<file path="src/rtl/xnor_bist.sv">
// Exhaustive 3-input BIST: steps {a,b,c} through vectors 0..7 and holds each one for SETTLE+1 cycles.
// The response f_in is compared against EXPECT on the last cycle of each vector.
module xnor_bist #(
    parameter int unsigned SETTLE = 4,
    parameter logic [7:0]  EXPECT = 8'h96
) (
    input  logic       clk,
    input  logic       rst_n,
    input  logic       start,
    input  logic       f_in,
    output logic       a,
    output logic       b,
    output logic       c,
    output logic       busy,
    output logic       done,
    output logic       pass,
    output logic [3:0] err_count,
    output logic [7:0] fail_vec
);

    typedef enum logic [1:0] {
        S_IDLE,
        S_SETTLE,
        S_SAMPLE,
        S_DONE
    } state_t;

    localparam logic [3:0] CNT_LAST = 4'(SETTLE - 1);

    state_t     state;
    logic [2:0] vec_idx;
    logic [3:0] cnt;
    logic       mismatch;

    assign mismatch = (f_in != EXPECT[vec_idx]);

    always_ff @(posedge clk or negedge rst_n) begin
        if (!rst_n) begin
            state     <= S_IDLE;
            vec_idx   <= '0;
            cnt       <= '0;
            a         <= 1'b0;
            b         <= 1'b0;
            c         <= 1'b0;
            busy      <= 1'b0;
            done      <= 1'b0;
            pass      <= 1'b0;
            err_count <= '0;
            fail_vec  <= '0;
        end else begin
            case (state)
                S_IDLE, S_DONE: begin
                    if (start) begin
                        state     <= S_SETTLE;
                        vec_idx   <= '0;
                        cnt       <= '0;
                        {a, b, c} <= 3'd0;
                        busy      <= 1'b1;
                        done      <= 1'b0;
                        pass      <= 1'b0;
                        err_count <= '0;
                        fail_vec  <= '0;
                    end
                end
                S_SETTLE: begin
                    cnt <= cnt + 4'd1;
                    if (cnt == CNT_LAST) begin
                        state <= S_SAMPLE;
                    end
                end
                S_SAMPLE: begin
                    if (mismatch) begin
                        err_count         <= err_count + 4'd1;
                        fail_vec[vec_idx] <= 1'b1;
                    end
                    if (vec_idx == 3'd7) begin
                        // pass is registered here, so it must include this last comparison
                        state     <= S_DONE;
                        {a, b, c} <= 3'd0;
                        busy      <= 1'b0;
                        done      <= 1'b1;
                        pass      <= (err_count == 4'd0) && !mismatch;
                    end else begin
                        state     <= S_SETTLE;
                        vec_idx   <= vec_idx + 3'd1;
                        cnt       <= '0;
                        {a, b, c} <= vec_idx + 3'd1;
                    end
                end
                default: begin
                    state <= S_IDLE;
                end
            endcase
        end
    end

endmodule

</file>
<file path="config.mk">
export PLATFORM = sky130hd
export DESIGN_NAME = xnor_bist
export DESIGN_NICKNAME = d
export VERILOG_FILES = /design/src/rtl/xnor_bist.sv
export SDC_FILE = /design/constraint.sdc
export NUM_CORES = 1
export LEC_CHECK = 0
export ABC_AREA = 1
export CAP_MARGIN = 20
export CORE_ASPECT_RATIO = 2
export CORE_MARGIN = 3
export CORE_UTILIZATION = 53
export DETAILED_ROUTE_END_ITERATION = 16
export PLACE_DENSITY = 0.78
export SYNTH_ARGS = -nofsm -noshare
export SYNTH_HDL_FRONTEND = slang
export SYNTH_SLANG_ARGS = --single-unit
export TNS_END_PERCENT = 100
</file>
<file path="constraint.sdc">
create_clock -name clk -period 1.8 [get_ports clk]
set_input_delay 0.36 -clock clk [delete_from_list [all_inputs] [get_ports clk]]
set_output_delay 0.36 -clock clk [all_outputs]
set_load 0.05 [all_outputs]
</file>
==> reports/metrics.yaml <==
worstPathRequired_ps: 1990
drtIter0Drc: 33
antenna_found_initial: 0
fin_nets: 227
startpoint_type: "register"
multi_input_area_um2: 641
n_antenna_cell: 0
rows: 26
synth_top_area_cell: "dfrtp_1"
die_y_um: 80.1
fmax_ghz: 0.633
p_clk_share_pct: 13.8
clock_latency_ps: 270
pin_count: 22
drv_slew: 0
wl_um: 3030
endpoint_kind: "register"
seqPwrFrac_pct: 34.9
fillers: 234
clockBufferDepth: 2
reg2reg_from: "state[0]"
final_hold_viol_count: 0
dpl.hpwl_um: 2380
clock_sinks: 27
combPwrFrac_pct: 51.3
grt_max_degree: 28
total_power_mw: 2.48
ff2ff_setup_slack_ps: 220
critPathMaxFanout: 4
postSynthCellCount: 187
p_int_mw: 1.30
syn_avg_cell_area_um2: 7.79
vdd_drop_max_mv: 1.00
drc: 0
synth_cell_types: 19
holdWs_ps: 460
worst-r2r-cell-count: 7
finalWeightedCongestion: 0.859
cts_buffers: 3
dieArea_um2: 3450
path_class: "reg -> reg"
grt_pass1_vias: 1243
layout.area.seq_um2: 676
synth_edf_count: 0
clock_skew_ps: 2.26
cts-resized-gates: 0
tightest_slew_ps: 343
antenna_left: 0
cts-root-buf: "clkbuf_8"
area_delta_synth_final_pct: 17.5
post_cts_buffers: 0
cts_tree: "done"
ys_ff_latch: 27
numPortBuffers: 21
setup-violations-final: 0
yosys-top-cells-area: "dfrtp_1 46%, nand2_1 13%, nand3_1 8.9%, ha_1 7.7%, inv_1 7.5%"
overflow: 0
reg2reg_to: "vec_idx[2]"
ys_seq_area_share_pct: 46.4
wl_per_cell_um: 12.6
max_cap_violations: 0
power.density_nw_per_um2: 1450
dieWidth_um: 43.1
finalCritPeriodShare_pct: 87.7
start_util_pct: 56.0
grt_usage_pct: 18.7
arrival_ps: 1770
synthesis.area_um2: 1460
period_needed_ps: 1580
cts_hold_buf: 0
slew_headroom_pct: 77.1
detail_route.vias_per_cell: 5.19
synth.net_count: 200
async_reset_ff_share_pct: 100
status: "completed"
synth_top_area_share_pct: 46.4
ys_top_cells_by_count: "52 x nand2_1, 29 x inv_1, 27 x dfrtp_1"
vias: 1251
sw_frac_of_total_pct: 47.7
rsz0062_at_grt: "no"
post-synth-top-count-cell: "nand2_1"
grt_first_pass_wirelength_um: 5040
p_sw_mw: 1.19
layout-drive-gt1-share_pct: 14.1
holdCritPathClass: "in -> async"
core_um2: 2600
synth_top_flop_cell: "dfrtp_1"
clkTransAtPathRegs_ps: 90
cts_max_level: 1
tns_ps: 0
ys_warn_count: 0
leakagePower_nw: 0.933
drt_pre_antenna_iters: 4
[registers in the layout (all words and copies together), names as in the netlist]
name / count
busy: 1
cnt: 4
done: 1
err_count: 4
c: 1
pass: 1
fail_vec: 8
a: 1
state: 2
b: 1
vec_idx: 3
[kinds of logic (layout without fill, tap and decap cells)]
kind of cell | Yosys count | in the layout | synth area share [%]
buffers and inverters | 34 | 60 | 9.62
adders and majority gates | 9 | 9 | 7.73
and+or+nand+nor | 92 | 92 | 26.8
DFF | 27 | 27 | 46.4
xor gates and xnor gates | 3 | 3 | 1.80
AOI/OAI and AO/OA | 22 | 22 | 7.65
[cell type report]
cell class / count / area share [%]
sequential: 27 / 39.5
clock buffer: 4 / 2.63
inverter: 30 / 6.58
multi-input combinational: 126 / 37.4
tap: 28 / 2.05
timing repair buffer: 26 / 11.8
[layout by cell type (no fill, tap or decap), types with 2 or more instances in the layout]
cell             count
clkdlybuf4s50_1      3
clkbuf_8             3
dfrtp_1             27
ha_1                 9
nand4_1              2
o21ai_0              9
inv_1               29
xnor2_1              2
nand2_2              3
nand3_1             26
a21oi_1             11
nor2_1               9
nand2_1             52
buf_4               23
[worst max-delay path, stage by stage (launching register included)]
cell and delay (ps):
dfrtp_1 410, inv_1 60, ha_1 310, nand2_1 110, inv_1 60, nor2_1 220
nand2_1 140, o22ai_1 190
[through the flow]
stage          setup WS (ps)  std cells  util (%)  instance area [µm²]
2_1_floorplan            310        187         -                 1460
3_3_place_gp             163        237      64.0                 1670
3_5_place_dp             109        237      64.0                 1670
4_1_cts                  210        241      65.8                 1710
5_1_grt                 52.8        241      65.8                 1710
6_report                 221        241      65.8                 1710
[worst max path at each step]
stage,start,endpoint,slack (ps)
2_1_floorplan,state[0],err_count[0],310
3_3_place_gp,f_in,err_count[1],160
3_5_place_dp,f_in,fail_vec[6],110
4_1_cts,state[0],err_count[3],210
5_1_grt,state[0],err_count[3],50
6_report,state[0],vec_idx[2],220
[power by group through the flow]
stage,combinational [mW],sequential [mW],clock (mW)
after floorplan,0.721,1.09,0
after global placement,1.24,0.868,0
after detailed placement,1.28,0.878,0
after CTS,1.28,0.865,0.348
after global routing,1.43,0.881,0.369
final,1.27,0.866,0.344
[metal layers]
metal	routed length [µm]	global-route usage (%)	part of all wire, %
met1	1150	17.3	38
met2	1750	37.8	58
met3	86	2.47	2.8
met4	46	8.16	1.5
met5	0	0	0
(Power assumes the default switching activity.)
